`src/rtl/cpu_pkg.sv`:
```
// Shared CPU types and constants.
// Fetch-to-decode bundle and datapath widths.
package cpu_pkg;
  localparam int XLEN = 32;
  localparam int INSTR_BYTES = 4;

  typedef struct packed {
    logic [XLEN-1:0] pc;
    logic [31:0]     instr;
  } fetch_entry_t;
endpackage

```
`src/rtl/fetch_queue.sv`:
```
// Synchronous FIFO of fetch entries with flush.
// Head entry reads as zero while empty.
module fetch_queue
  import cpu_pkg::*;
#(
  parameter int DEPTH = 2
) (
  input  logic                       clk,
  input  logic                       reset_n,
  input  logic                       flush,
  input  logic                       push,
  input  fetch_entry_t               wdata,
  input  logic                       pop,
  output fetch_entry_t               rdata,
  output logic [$clog2(DEPTH):0]     count,
  output logic                       full,
  output logic                       empty
);
  localparam int AW = $clog2(DEPTH);
  localparam int CW = AW + 1;

  fetch_entry_t   mem [DEPTH];
  logic [AW-1:0]  wptr;
  logic [AW-1:0]  rptr;
  logic [CW-1:0]  count_n;

  assign full  = (count == CW'(DEPTH));
  assign empty = (count == '0);
  assign rdata = empty ? '0 : mem[rptr];

  always_comb begin
    count_n = count;
    unique case (1'b1)
      flush:                  count_n = '0;
      !flush && push && !pop: count_n = count + CW'(1);
      !flush && pop && !push: count_n = count - CW'(1);
      default: ;
    endcase
  end

  always_ff @(posedge clk or negedge reset_n) begin
    if (!reset_n) begin
      count <= '0;
      wptr  <= '0;
      rptr  <= '0;
    end else if (flush) begin
      count <= '0;
      wptr  <= '0;
      rptr  <= '0;
    end else begin
      count <= count_n;
      if (push) wptr <= wptr + AW'(1);
      if (pop)  rptr <= rptr + AW'(1);
    end
  end

  // Storage needs no reset: it is never visible while empty.
  always_ff @(posedge clk) begin
    if (push && !flush) mem[wptr] <= wdata;
  end
endmodule

```
`src/rtl/fetch_stage.sv`:
```
// Instruction fetch stage: PC register, imem drive, fetch queue.
// Redirect flushes the queue and reloads the word-aligned PC.
module fetch_stage
  import cpu_pkg::*;
#(
  parameter logic [XLEN-1:0] RESET_PC = '0,
  parameter int              QDEPTH   = 2
) (
  input  logic                      clk,
  input  logic                      reset_n,
  output logic [XLEN-1:0]           imem_addr,
  input  logic [31:0]               imem_data,
  input  logic                      redirect_valid,
  input  logic [XLEN-1:0]           redirect_pc,
  output logic                      id_valid,
  input  logic                      id_ready,
  output logic [XLEN-1:0]           id_pc,
  output logic [31:0]               id_instr,
  output logic [$clog2(QDEPTH):0]   q_count
);
  logic [XLEN-1:0] pc_q;
  logic [XLEN-1:0] pc_n;
  logic            push;
  logic            pop;
  logic            full;
  logic            empty;
  fetch_entry_t    wdata;
  fetch_entry_t    rdata;

  assign imem_addr = pc_q;
  assign id_valid  = !empty;
  assign pop       = id_valid && id_ready;
  assign push      = !redirect_valid && (!full || pop);
  assign wdata     = '{pc: pc_q, instr: imem_data};
  assign id_pc     = rdata.pc;
  assign id_instr  = rdata.instr;

  always_comb begin
    pc_n = pc_q;
    unique case (1'b1)
      redirect_valid: pc_n = redirect_pc & ~XLEN'(INSTR_BYTES - 1);
      push:           pc_n = pc_q + XLEN'(INSTR_BYTES);
      default: ;
    endcase
  end

  always_ff @(posedge clk or negedge reset_n) begin
    if (!reset_n) pc_q <= RESET_PC;
    else          pc_q <= pc_n;
  end

  fetch_queue #(.DEPTH(QDEPTH)) u_queue (
    .clk     (clk),
    .reset_n (reset_n),
    .flush   (redirect_valid),
    .push    (push),
    .wdata   (wdata),
    .pop     (pop),
    .rdata   (rdata),
    .count   (q_count),
    .full    (full),
    .empty   (empty)
  );
endmodule

```
`config.mk`:
```
export PLATFORM = sky130hd
export DESIGN_NAME = fetch_stage
export DESIGN_NICKNAME = d
export VERILOG_FILES = /design/src/rtl/cpu_pkg.sv /design/src/rtl/fetch_queue.sv /design/src/rtl/fetch_stage.sv
export SDC_FILE = /design/constraint.sdc
export NUM_CORES = 1
export LEC_CHECK = 0
export ABC_AREA = 1
export BUFFER_PORTS_ARGS = -buffer_cell sky130_fd_sc_hd__buf_4
export CAP_MARGIN = 25
export CORE_MARGIN = 10
export CORE_UTILIZATION = 39
export CTS_BUF_LIST = sky130_fd_sc_hd__clkbuf_8
export CTS_CLUSTER_SIZE = 24
export DETAILED_ROUTE_END_ITERATION = 6
export PLACE_DENSITY = 0.7
export SLEW_MARGIN = 10
export SYNTH_ARGS = -nofsm -noshare
export SYNTH_HDL_FRONTEND = slang
export SYNTH_SLANG_ARGS = --single-unit
export TNS_END_PERCENT = 30
```
`constraint.sdc`:
```
create_clock -name clk -period 12.3 [get_ports clk]
set_input_delay 1.845 -clock clk [delete_from_list [all_inputs] [get_ports clk]]
set_output_delay 1.845 -clock clk [all_outputs]
set_load 0.1 [all_outputs]
```
# After elaboration in Yosys (flattened, before gate mapping)

Memory sizes are Yosys's and may differ from the RTL's.
Index checks and enable logic that the tools add are counted.

Word-level logic and storage cells: 37
Register bits after elaboration: 36
Memories kept: 1
Input bits: 68
RAM bits: 128
Output and inout port bits: 99

Memory list:

| name        | words | bits a word | rd ports | clocked after Yosys merged registers in | wr ports | RTL line          | RTL |
|---|---|---|---|---|---|---|---|
| u_queue.mem | 2     | 64          | 1        | 0                                       | 1        | fetch_queue.sv:22 | `fetch_entry_t mem [DEPTH];` |

Multiplexer cells: 10
Reductions and logical operators: 16
Add/subtract/negate cells: 5
Eq/ne operators: 1

Operators with widths:

| cell                    | count |
|---|---|
| $mux W64                | 1 |
| $pmux W32 S2            | 1 |
| $add A32 B3 Y32 const B | 1 |
| $logic_and A1 B1 Y1     | 6 |
| $mux W1                 | 6 |
| $logic_not A1 Y1        | 5 |
| $pmux W2 S2             | 1 |
| $reduce_bool A2 Y1      | 2 |
| $reduce_bool A3 Y1      | 1 |
| $add A1 B1 Y1 const B   | 2 |
| $add A2 B1 Y2 const B   | 1 |
| $eq A2 B2 Y1 const B    | 1 |
| $logic_not A2 Y1        | 1 |
| $mux W2                 | 1 |
| $sub A2 B1 Y2 const B   | 1 |
| $logic_or A1 B1 Y1      | 1 |

# Depth between registers and ports, before layout

Depth after elaboration: 9
Mapped depth: 11
Mapped depth without buffers: 11

# Cells and area by module

Synthesis repeated with hierarchy kept, for this count alone.

Cells, all modules: 727
Area total of the unflattened synthesis: 7453.4 µm²

Modules (own cells, without submodules):

| module      | area each (µm²) | instances | seq. area each (µm²) | cells each |
|---|---|---|---|---|
| fetch_queue | 5225.0          | 1         | 3943.8               | 378 |
| fetch_stage | 2228.4          | 1         | 750.7                | 349 |

# Least setup slack after synthesis

Ideal clock, no wire load.

Path kind: register to output
From: reg u_queue.count[0]
To: out id_pc[19]
Setup slack: 6.496 ns
Data arrival time: 3.959 ns
Required time: 10.455 ns
Cell stages (with the launch flop): 7
Buffers on the path: 1
Cell sequence: dfrtp_1 > inv_1 > ha_1 > inv_2 > clkbuf_1 > o21ai_0 > nor2_1

Longest elaborated chain between the ends: 2

Ends and longest elaborated chain:

| what                     | RTL line          | RTL |
|---|---|---|
| start: declaration       | fetch_queue.sv:15 | `output logic [$clog2(DEPTH):0] count,` |
| start signal: assignment | fetch_queue.sv:51 | `count <= count_n;` |
| $logic_not A2 Y1         | fetch_queue.sv:28 | `assign empty = (count == '0);` |
| $mux W64                 | fetch_queue.sv:29 | `assign rdata = empty ? '0 : mem[rptr];` |
| end: declaration         | fetch_stage.sv:17 | `output logic [XLEN-1:0] id_pc,` |

No other way between the ends.

# Worst setup path in the final report

From: reg u_queue.rptr
To: out id_pc[3]

Longest elaborated chain between the ends: 2

Ends and longest elaborated chain:

| what                     | RTL line          | RTL |
|---|---|---|
| start: declaration       | fetch_queue.sv:24 | `logic [AW-1:0] rptr;` |
| start signal: assignment | fetch_queue.sv:53 | `if (pop) rptr <= rptr + AW'(1);` |
| $mem_v2 Z2 W64           | -                 |  |
| $mux W64                 | fetch_queue.sv:29 |  |

No other way between the ends.

==> flow_metrics.env <==
export IMPL_crit_type="reg2out"
export IMPL_setup_viol=0
export IMPL_grt_max_degree=65
export IMPL_ys_warn_count=0
export IMPL_synth_area_sq_mm=0.007132
export IMPL_relSlewSlack_pct=44.18
export IMPL_grt_pass1_vias=5299
export IMPL_min_path_type="reg2reg"
export IMPL_die_w_um=155.2
export IMPL_grt_ovfl_total=0
export IMPL_post_drt_wl_per_cell_um=16.97
export IMPL_avgSynthCellArea_sq_um=10.20
export IMPL_ys_types=37
export IMPL_design_core_area_sq_mm=0.01796
export IMPL_critPathLaunchType="flip-flop"
export IMPL_rsz0062_at_grt="no"
export IMPL_final_net_count=926
export IMPL_cp_arrival_ns=2.67
export IMPL_syn_inst=699
export IMPL_fin_tns_setup_ns=0
export IMPL_status="finished, final reports clean"
export IMPL_grt_pass1_wl_um=29040
export IMPL_finalCritPeriodShare_pct=36.72
export IMPL_place_gp_congestion=0.8075
export IMPL_synth_seq_cells=158
export IMPL_fin_skew_ns=0.01027
export IMPL_clk_insertion_delay_late_ns=0.44
export IMPL_hold_violations=0
export IMPL_reg2reg_setup_slack_ns=8.94
export IMPL_holdBufCountCts=0
export IMPL_ff2ff_path_depth=10
export IMPL_min_delay_start="u_queue.count[0]$_DFFE_PN0P_"
export IMPL_drv_slew=0
export IMPL_std_cell_rows=49
export IMPL_antenna_found_initial=0
export IMPL_cts_tree="done"
export IMPL_initial_core_util_pct=39.70
export IMPL_grt_busiest_layer="met2"
export IMPL_path_max_fanout=46
export IMPL_grt_usage_pct=15.30
export IMPL_whs_endpoint="u_queue.count[0]$_DFFE_PN0P_"
export IMPL_drt_total_wl_um=18620
export IMPL_cts_sinks=158
export IMPL_antenna_cells=0
export IMPL_place_hpwl_um=12870
export IMPL_use_met3_pct=4.494
export IMPL_die_height_um=155.2
export IMPL_drv_cap=0
export IMPL_drt_first_pass_iters=5
export IMPL_cts_buffer_depth=2
export IMPL_grt_util_met2_pct=25.50
export IMPL_numPortBuffers=160
export IMPL_yosysSeqAreaShare_pct=64.14
export IMPL_globalRouteMet1Util_pct=18.73
export IMPL_die_area_sq_mm=0.02410
export IMPL_worst_ep_required_time_ns=10.45
export IMPL_postCtsSetupBuffers=0
export IMPL_routed_via_count=5350
export IMPL_crit_path_end_kind="output port"
export IMPL_clk_pin_slew_ns=0.08
export IMPL_r2r_end="u_queue.mem[1][19]$_DFFE_PP_"
export IMPL_drive_above_1_share_pct=27.53
export IMPL_drtIter0Drc=266
export IMPL_hold_depth=1
export IMPL_viasPerCell=4.877
export IMPL_fin_util_pct=49.68
export IMPL_pin_count=167
export IMPL_drc=0
export IMPL_stdcell_area_sq_mm=0.008925
export IMPL_cts_buffers=17
export IMPL_max_clock_freq_mhz=221.4
export IMPL_rr_startpoint="u_queue.count[0]$_DFFE_PN0P_"
export IMPL_period_minus_slack_ns=4.516
export IMPL_ctsResizeCount=0
export IMPL_cts_htree_levels=4
export IMPL_ant_nets=0
export IMPL_dpl_instance_area_sq_mm=0.008539
export IMPL_areaGrowthSynthToFinish_pct=25.14
export IMPL_tightest_slew_ns=0.8372
export IMPL_root_buffer="clkbuf_8"
[layer usage]
layer / share of wire [%] / up-vias
met5: 0 / -
met4: 1.1 / 0
met3: 6.4 / 16
met2: 49 / 159
met1: 43 / 2522
li1: - / 2653
[cell type report]
cell class,count,area [sq um]
fill,1677,9039
sequential,158,4576
multi-input combinational,469,2263
timing repair buffer,165,1264
tap,229,286.5
clock buffer,17,234.0
inverter,44,170.2
clock inverter,15,131.4
[worst max-delay path by stage]
stage                                         to                         start  cells after the start  slack [ns]
floorplan                              id_pc[19]  u_queue.count[0]$_DFFE_PN0P_                      6        6.50
CTS                                     id_pc[7]      u_queue.rptr$_DFFE_PN0P_                      6        7.71
finish                                  id_pc[3]      u_queue.rptr$_DFFE_PN0P_                      6        7.78
detailed placement  u_queue.mem[1][56]$_DFFE_PP_                      id_ready                      8        7.85
global placement     u_queue.mem[1][8]$_DFFE_PP_                      id_ready                      8        7.91
global route                           id_pc[13]      u_queue.rptr$_DFFE_PN0P_                      6        7.59
[cells in the mapped netlist (all sizes together)]
cell | n | area [sq um]
nor2 | 169 | 750.7
a21oi | 3 | 15.01
xnor2 | 1 | 8.760
buf | 11 | 75.06
o221ai | 1 | 8.760
nand3 | 44 | 225.2
nand4 | 2 | 12.51
nor3b | 1 | 7.510
a22oi | 3 | 22.52
edfxtp | 124 | 3724
clkbuf | 20 | 75.07
o22ai | 1 | 6.260
nand2 | 139 | 591.8
nor3 | 5 | 41.29
ha | 3 | 37.54
inv | 44 | 170.2
and2 | 2 | 12.51
o21bai | 1 | 7.510
dfrtp | 34 | 850.8
o21ai | 78 | 390.4
conb | 1 | 3.750
xor2 | 4 | 35.03
o211ai | 8 | 60.06
[cells in the final DEF, fill, tap and decap left out, types with 4 or more instances in the layout]
cell	n
inv_1	37
o21ai_0	77
clkinvlp_4	5
o211ai_1	8
nand2_4	7
nand2_1	125
xor2_1	4
buf_4	163
dfrtp_1	33
clkbuf_8	17
edfxtp_1	124
conb_1	4
inv_2	8
nor2_4	8
nand3_1	43
nand2_2	7
nor2_1	149
nor2_2	9
[cells by family (layout without fill, tap and decap cells)]
family / after synthesis / after routing / share of synthesized area [%]
compound gates: 95 / 95 / 7.158
xor+xnor: 5 / 5 / 0.6140
other cells: 1 / 4 / 0.05258
flops: 158 / 158 / 64.14
fa+ha+maj: 3 / 3 / 0.5264
buf+inv: 75 / 241 / 4.491
simple gates: 362 / 362 / 23.02
[flip-flops by register name (all words and copies together) (netlist names)]
name / count
u_queue.mem: 124
u_queue.wptr: 1
u_queue.rptr: 1
imem_addr: 30
u_queue.count: 2
[stage by stage]
stage	std cells	setup slack, ns	hold slack [ns]
final	1097	7.784	0.5121
after global routing	1097	7.591	0.5476
after CTS	1096	7.707	0.5233
after detailed placement	1064	7.849	0.5149
after global placement	1063	7.911	0.5015
after floorplan	702	6.496	0.5219
[critical path, cell delays in order, from the launching register on]
cell	delay, ns
dfrtp_2	0.56
buf_12	0.25
inv_2	0.29
buf_4	0.52
nor2_1	0.09
nor2_1	0.16
buf_4	0.31
Power is not shown: default switching activity piles up to over one toggle a cycle in this logic, so the estimate is an artifact.
